$ cat src/rtl/seletor_produto_if.sv
// rtl/seletor_produto_if.sv - keypad/vend-side bundle for the product selector
interface seletor_produto_if #(
  parameter int ROW_W   = 2,
  parameter int COL_W   = 2,
  parameter int PRICE_W = 3
);
  logic                     enable;
  logic                     sel_valid;
  logic [ROW_W-1:0]         linha;
  logic [COL_W-1:0]         coluna;
  logic                     dispense_done;
  logic                     cancel;
  logic                     restock;
  logic                     sel_ready;
  logic [PRICE_W-1:0]       valor;
  logic [ROW_W+COL_W-1:0]   codeOut;
  logic                     existe;
  logic                     esgotado;
  logic                     rejeitado;

  modport master (
    output enable, sel_valid, linha, coluna, dispense_done, cancel, restock,
    input  sel_ready, valor, codeOut, existe, esgotado, rejeitado
  );

  modport slave (
    input  enable, sel_valid, linha, coluna, dispense_done, cancel, restock,
    output sel_ready, valor, codeOut, existe, esgotado, rejeitado
  );
endinterface

$ cat src/rtl/seletor_produto.sv
// rtl/seletor_produto.sv - clocked product selector with price lookup, stock and hold timeout
module seletor_produto #(
  parameter int ROW_W       = 2,
  parameter int COL_W       = 2,
  parameter int PRICE_W     = 3,
  parameter int STOCK_W     = 4,
  parameter int STOCK_INIT  = 5,
  parameter int TIMEOUT_CYC = 1000,
  parameter logic [(2**(ROW_W+COL_W))*PRICE_W-1:0] PRICE_TABLE = {
    3'd0, 3'd0, 3'd5, 3'd2, 3'd4, 3'd5, 3'd3, 3'd1,
    3'd0, 3'd0, 3'd1, 3'd6, 3'd0, 3'd0, 3'd0, 3'd2}
) (
  input logic               clk,
  input logic               rst,
  seletor_produto_if.slave  bus
);
  localparam int CODE_W = ROW_W + COL_W;
  localparam int N_SLOT = 2**CODE_W;
  localparam int CNT_W  = (TIMEOUT_CYC > 1) ? $clog2(TIMEOUT_CYC) : 1;

  localparam logic [1:0] S_IDLE  = 2'd0;
  localparam logic [1:0] S_CHECK = 2'd1;
  localparam logic [1:0] S_HOLD  = 2'd2;

  logic [1:0]         state_q, state_d;
  logic [CODE_W-1:0]  code_q, code_d;
  logic [CODE_W-1:0]  code_out_q, code_out_d;
  logic [PRICE_W-1:0] valor_q, valor_d;
  logic               existe_q, existe_d;
  logic               esgotado_q, esgotado_d;
  logic               rejeitado_q, rejeitado_d;
  logic [CNT_W-1:0]   cnt_q, cnt_d;
  logic [STOCK_W-1:0] stock_q [N_SLOT];
  logic [STOCK_W-1:0] stock_d [N_SLOT];

  logic [PRICE_W-1:0] price;
  logic [STOCK_W-1:0] stk;

  assign price = PRICE_TABLE[int'(code_q)*PRICE_W +: PRICE_W];
  assign stk   = stock_q[code_q];

  always_comb begin
    state_d     = state_q;
    code_d      = code_q;
    code_out_d  = code_out_q;
    valor_d     = valor_q;
    existe_d    = existe_q;
    esgotado_d  = esgotado_q;
    rejeitado_d = 1'b0;
    cnt_d       = cnt_q;
    stock_d     = stock_q;

    if (!bus.enable) begin
      state_d    = S_IDLE;
      code_out_d = '1;
      valor_d    = '0;
      existe_d   = 1'b0;
      esgotado_d = 1'b0;
      cnt_d      = '0;
    end else begin
      case (state_q)
        S_IDLE: begin
          if (bus.sel_valid) begin
            code_d  = {bus.linha, bus.coluna};
            state_d = S_CHECK;
          end
        end
        S_CHECK: begin
          existe_d = 1'b0;
          valor_d  = '0;
          if (price != '0 && stk != '0) begin
            valor_d    = price;
            code_out_d = code_q;
            existe_d   = 1'b1;
            esgotado_d = 1'b0;
            cnt_d      = '0;
            state_d    = S_HOLD;
          end else if (price != '0) begin
            code_out_d  = code_q;
            esgotado_d  = 1'b1;
            rejeitado_d = 1'b1;
            state_d     = S_IDLE;
          end else begin
            code_out_d  = '1;
            esgotado_d  = 1'b0;
            rejeitado_d = 1'b1;
            state_d     = S_IDLE;
          end
        end
        S_HOLD: begin
          // dispense_done outranks cancel, which outranks the timeout
          if (bus.dispense_done || bus.cancel || cnt_q == CNT_W'(TIMEOUT_CYC - 1)) begin
            if (bus.dispense_done && stock_q[code_out_q] != '0)
              stock_d[code_out_q] = stock_q[code_out_q] - 1'b1;
            state_d    = S_IDLE;
            code_out_d = '1;
            valor_d    = '0;
            existe_d   = 1'b0;
            esgotado_d = 1'b0;
          end else begin
            cnt_d = cnt_q + 1'b1;
          end
        end
        default: state_d = S_IDLE;
      endcase
    end

    // Restock is applied last so it overrides a same-cycle decrement
    if (bus.restock) begin
      for (int i = 0; i < N_SLOT; i++) stock_d[i] = STOCK_W'(STOCK_INIT);
    end
  end

  always_ff @(posedge clk) begin
    if (rst) begin
      state_q     <= S_IDLE;
      code_q      <= '0;
      code_out_q  <= '1;
      valor_q     <= '0;
      existe_q    <= 1'b0;
      esgotado_q  <= 1'b0;
      rejeitado_q <= 1'b0;
      cnt_q       <= '0;
      for (int i = 0; i < N_SLOT; i++) stock_q[i] <= STOCK_W'(STOCK_INIT);
    end else begin
      state_q     <= state_d;
      code_q      <= code_d;
      code_out_q  <= code_out_d;
      valor_q     <= valor_d;
      existe_q    <= existe_d;
      esgotado_q  <= esgotado_d;
      rejeitado_q <= rejeitado_d;
      cnt_q       <= cnt_d;
      stock_q     <= stock_d;
    end
  end

  assign bus.sel_ready = (state_q == S_IDLE) && bus.enable;
  assign bus.valor     = valor_q;
  assign bus.codeOut   = code_out_q;
  assign bus.existe    = existe_q;
  assign bus.esgotado  = esgotado_q;
  assign bus.rejeitado = rejeitado_q;
endmodule

$ cat src/flat_wrapper.sv
// flat-port wrapper written by rule: the top's interface ports become plain ports
module seletor_produto_flat 
#(
  parameter int ROW_W       = 2,
  parameter int COL_W       = 2,
  parameter int PRICE_W     = 3,
  parameter int STOCK_W     = 4,
  parameter int STOCK_INIT  = 5,
  parameter int TIMEOUT_CYC = 1000,
  parameter logic [(2**(ROW_W+COL_W))*PRICE_W-1:0] PRICE_TABLE = {
    3'd0, 3'd0, 3'd5, 3'd2, 3'd4, 3'd5, 3'd3, 3'd1,
    3'd0, 3'd0, 3'd1, 3'd6, 3'd0, 3'd0, 3'd0, 3'd2}
)
  (clk, rst, bus_enable, bus_sel_valid, bus_linha, bus_coluna, bus_dispense_done, bus_cancel, bus_restock, bus_sel_ready, bus_valor, bus_codeOut, bus_existe, bus_esgotado, bus_rejeitado);
  seletor_produto_if #(.ROW_W(ROW_W), .COL_W(COL_W), .PRICE_W(PRICE_W)) bus_i ();
  input logic clk;
  input logic rst;
  input wire logic [$bits(bus_i.enable)-1:0] bus_enable;
  input wire logic [$bits(bus_i.sel_valid)-1:0] bus_sel_valid;
  input wire logic [$bits(bus_i.linha)-1:0] bus_linha;
  input wire logic [$bits(bus_i.coluna)-1:0] bus_coluna;
  input wire logic [$bits(bus_i.dispense_done)-1:0] bus_dispense_done;
  input wire logic [$bits(bus_i.cancel)-1:0] bus_cancel;
  input wire logic [$bits(bus_i.restock)-1:0] bus_restock;
  output wire logic [$bits(bus_i.sel_ready)-1:0] bus_sel_ready;
  output wire logic [$bits(bus_i.valor)-1:0] bus_valor;
  output wire logic [$bits(bus_i.codeOut)-1:0] bus_codeOut;
  output wire logic [$bits(bus_i.existe)-1:0] bus_existe;
  output wire logic [$bits(bus_i.esgotado)-1:0] bus_esgotado;
  output wire logic [$bits(bus_i.rejeitado)-1:0] bus_rejeitado;
  assign bus_i.enable = bus_enable;
  assign bus_i.sel_valid = bus_sel_valid;
  assign bus_i.linha = bus_linha;
  assign bus_i.coluna = bus_coluna;
  assign bus_i.dispense_done = bus_dispense_done;
  assign bus_i.cancel = bus_cancel;
  assign bus_i.restock = bus_restock;
  assign bus_sel_ready = bus_i.sel_ready;
  assign bus_valor = bus_i.valor;
  assign bus_codeOut = bus_i.codeOut;
  assign bus_existe = bus_i.existe;
  assign bus_esgotado = bus_i.esgotado;
  assign bus_rejeitado = bus_i.rejeitado;
  seletor_produto #(.ROW_W(ROW_W), .COL_W(COL_W), .PRICE_W(PRICE_W), .STOCK_W(STOCK_W), .STOCK_INIT(STOCK_INIT), .TIMEOUT_CYC(TIMEOUT_CYC), .PRICE_TABLE(PRICE_TABLE)) u_core (.clk(clk), .rst(rst), .bus(bus_i));
endmodule
$ cat config.mk
export PLATFORM = sky130hd
export DESIGN_NAME = seletor_produto_flat
export DESIGN_NICKNAME = d
export VERILOG_FILES = /design/src/rtl/seletor_produto_if.sv /design/src/rtl/seletor_produto.sv /design/src/flat_wrapper.sv
export SDC_FILE = /design/constraint.sdc
export NUM_CORES = 1
export LEC_CHECK = 0
export CORE_MARGIN = 1
export CORE_UTILIZATION = 60
export CTS_CLUSTER_DIAMETER = 50
export DETAILED_ROUTE_END_ITERATION = 16
export PLACE_DENSITY_LB_ADDON = 0.15
export RECOVER_POWER = 50
export SLEW_MARGIN = 20
export SYNTH_ARGS = -nofsm -noshare
export SYNTH_HDL_FRONTEND = slang
export SYNTH_SLANG_ARGS = --single-unit
$ cat constraint.sdc
create_clock -name clk -period 4 [get_ports clk]
set_clock_uncertainty 0.15 [all_clocks]
set_input_delay 0.8 -clock clk [delete_from_list [all_inputs] [get_ports clk]]
set_output_delay 0.8 -clock clk [all_outputs]
set_load 0.01 [all_outputs]
==> summary.txt <==
total grt overflow: 0
Residual DRC: 0
Core ar.: 7330 um2
Post-CTS Resized: 0
Iter 0 DRT Violations: 348
syn nets: 514
crit path kind: reg -> reg
Placer Congestion: 0.926
initial antenna violation count: 0
CTS tree: built
Pleak: 1.76 nW
Starting Density: 62.9%
total power per unit cell area: 318 nW/um2
Clock transition at path regs: 90 ps
io pins: 22
Syn Inst Count: 498
asr flop ratio synth: 0%
clock latency on the worst-skew pair: 360 ps
Min-Delay Endpoint: u_core.bus.valor[1]
routed wire length: 11.6 mm
Reg power frac: 57.8%
Internal: 1.17 mW
Vias per Instance: 6.62
syn avg cell area: 9.27 um2
HPWL after DPL: 8.35 mm
Hold Crit Start: u_core.bus.valor[1]
die area: 8050 um2
drt first pass iters: 5
setup TNS: 0 ps
Yosys top cell area share: 39.0%
largest net degree at the start of global routing: 38
Port Buffer Count: 21
Die Y: 89.7 um
overall power: 1.58 mW
Worst path slowest cell: dfxtp_1
crit end category: register
fin crit period: 3470 ps
synthesis-to-layout area growth: 7.89%
cts hold-fix bufs: 0
cell family with most CP delay: simple AND/OR/NAND/NOR gates
Crit path largest cell delay: 950 ps
hold path depth: 2
CTS Buffer Depth: 2
routed len/inst: 19.1 um
hold slack: 308 ps
Max FO, Critical Path: 22
fin. max-slew vios: 0
maximum clock rate: 288 MHz
Worst R2R End: u_core.stock_q[17]
clock sink total: 90
RSZ-0062 raised after global routing: no
Post-synth EDFFs: 0
clock network fraction of design power: 34.5%
Total GRT Usage: 30.9%
FF+latch count, synth: 90
startpoint types: register
fin util: 67.9%
Post-Syn Area: 4610 um2
post-route clock period utilization: 86.8%
setup bufs post-CTS: 0
Fin. Hold Viols: 0
most frequent cells in the layout: dfxtp_1, nand2_1, nor2_1
Synth area leaders: dfxtp_1, mux2i_1, mux4_1, nand2_1, mux4_2
net switching power of the design: 0.412 mW
worst path bufs/invs: 1
Sw Share: 26.0%
fin nets: 523
Fillers: 592
start of the worst register-to-register path: u_core.bus.codeOut[1]
first-pass GRT wire length: 18.3 mm
Slew @ Worst Pin: 943 ps
Cell Rows: 31
routed via count: 4040
share of cells above drive strength 1: 9.00%
Num CTS Buffers: 9
Final setup viols: 0
CP Data Required Time: 4130 ps
vias in the first global route: 3637
r2r setup slk: 530 ps
post-synthesis cell type count: 62
H-tree lvl count: 3
critical path arrival: 3600 ps
Synthesis Warnings: 0
proportion of synthesized chip area in sequential cells: 39.0%
outcome: complete, no violations
Comb power frac: 7.6%
post-route ant nets: 0
worst rel slew slack: 37.1%
VDD IR max: 0.213 mV
antenna diode count: 0
Reg2Reg Depth: 9
main flop type after synthesis: dfxtp_1
Yosys top cell by area: dfxtp_1
Root Buffer: clkbuf_8
die width: 89.7 um
most common cell after layout, fill and taps aside: dfxtp_1
total of max-cap violations: 0
Min-Delay Path Class: reg -> reg
CP Cell Sequence: mux4_2, a22o_1, a221oi_4, ha_1, nor3b_2, buf_4, nor3_1, nor2_1, a211oi_1
[cell type report]
cell class	instances	area, um2	area share, %
inverter	8	30.0	0.603
timing repair buffer	31	285	5.73
clock inverter	6	42.5	0.854
sequential	90	1800	36.2
tap	99	124	2.49
clock buffer	9	124	2.49
multi-input combinational	367	2570	51.6
[per-stage QoR]
step           setup slack (ps)  cell area [um2]  instances
2_1_floorplan               698             4610        498
3_3_place_gp                659             4860        595
3_5_place_dp                539             4860        595
4_1_cts                     532             5030        610
5_1_grt                     352             4980        610
6_report                    530             4980        610
[worst reg2reg max path: cells and delay by family, from the launching register on]
family / cells / cell delay, ps
compound gates: 3 / 470
fa+ha+maj: 1 / 270
buf+inv: 1 / 200
flops: 1 / 950
mux: 1 / 400
simple gates: 3 / 970
[kinds of logic (layout without fill, tap and decap cells)]
logic type | count (synthesis) | after routing | synth area share, %
adder cells (fa/ha/maj) | 5 | 5 | 1.36
AND/OR/NAND/NOR | 214 | 214 | 24.7
multiplexers | 40 | 40 | 13.9
XOR/XNOR | 2 | 2 | 0.380
buffers and inverters | 41 | 54 | 4.18
AO/OA/AOI/OAI | 106 | 106 | 16.4
flip-flops | 90 | 90 | 39.0
[cell usage after synthesis (all sizes together) (5+ instances only)]
master and instances:
or2 11, ha 5, and3 6, nand2 52
o2bb2ai 10, nor2 45, a22oi 5, o21ai 15
buf 11, nand2b 6, or3 9, o22ai 10
mux2i 24, a21oi 25, dfxtp 90, inv 8
nor2b 6, nor3 36, a211oi 12, clkbuf 22
nand3 17, mux4 16
[registers in the layout, indices dropped and copies added (netlist names)]
| register | count |
|---|---|
| u_core.bus.codeOut | 4 |
| u_core.bus.esgotado | 1 |
| u_core.bus.existe | 1 |
| u_core.bus.rejeitado | 1 |
| u_core.bus.valor | 3 |
| u_core.cnt_q | 10 |
| u_core.code_q | 4 |
| u_core.state_q | 2 |
| u_core.stock_q | 64 |
[per-layer routing]
| layer | track usage [%] | wire, um | vias up |
|---|---|---|---|
| li1 | - | - | 1861 |
| met1 | 40.9 | 5090 | 1971 |
| met2 | 47.3 | 5260 | 180 |
| met3 | 8.50 | 963 | 28 |
| met4 | 14.0 | 332 | 0 |
| met5 | 0 | 0 | - |
[power by group through the flow]
stage | registers, mW | logic [mW] | clock network (mW)
finish | 0.915 | 0.121 | 0.546
global route | 0.916 | 0.130 | 0.593
CTS | 0.915 | 0.121 | 0.557
detailed placement | 0.936 | 0.121 | 0
global placement | 0.935 | 0.119 | 0
floorplan | 0.925 | 0.0844 | 0
[worst max path at each step]
stage                     startpoint            endpoint  slack, ps  depth (start not counted)
2_1_floorplan  u_core.bus.codeOut[1]  u_core.stock_q[22]        700                         10
3_3_place_gp   u_core.bus.codeOut[1]  u_core.stock_q[22]        660                          9
3_5_place_dp   u_core.bus.codeOut[1]  u_core.stock_q[20]        540                          9
4_1_cts        u_core.bus.codeOut[1]  u_core.stock_q[20]        530                          9
5_1_grt        u_core.bus.codeOut[1]  u_core.stock_q[29]        350                          9
6_report       u_core.bus.codeOut[1]  u_core.stock_q[17]        530                          9
No activity file was read; power rests on OpenSTA's default activity.
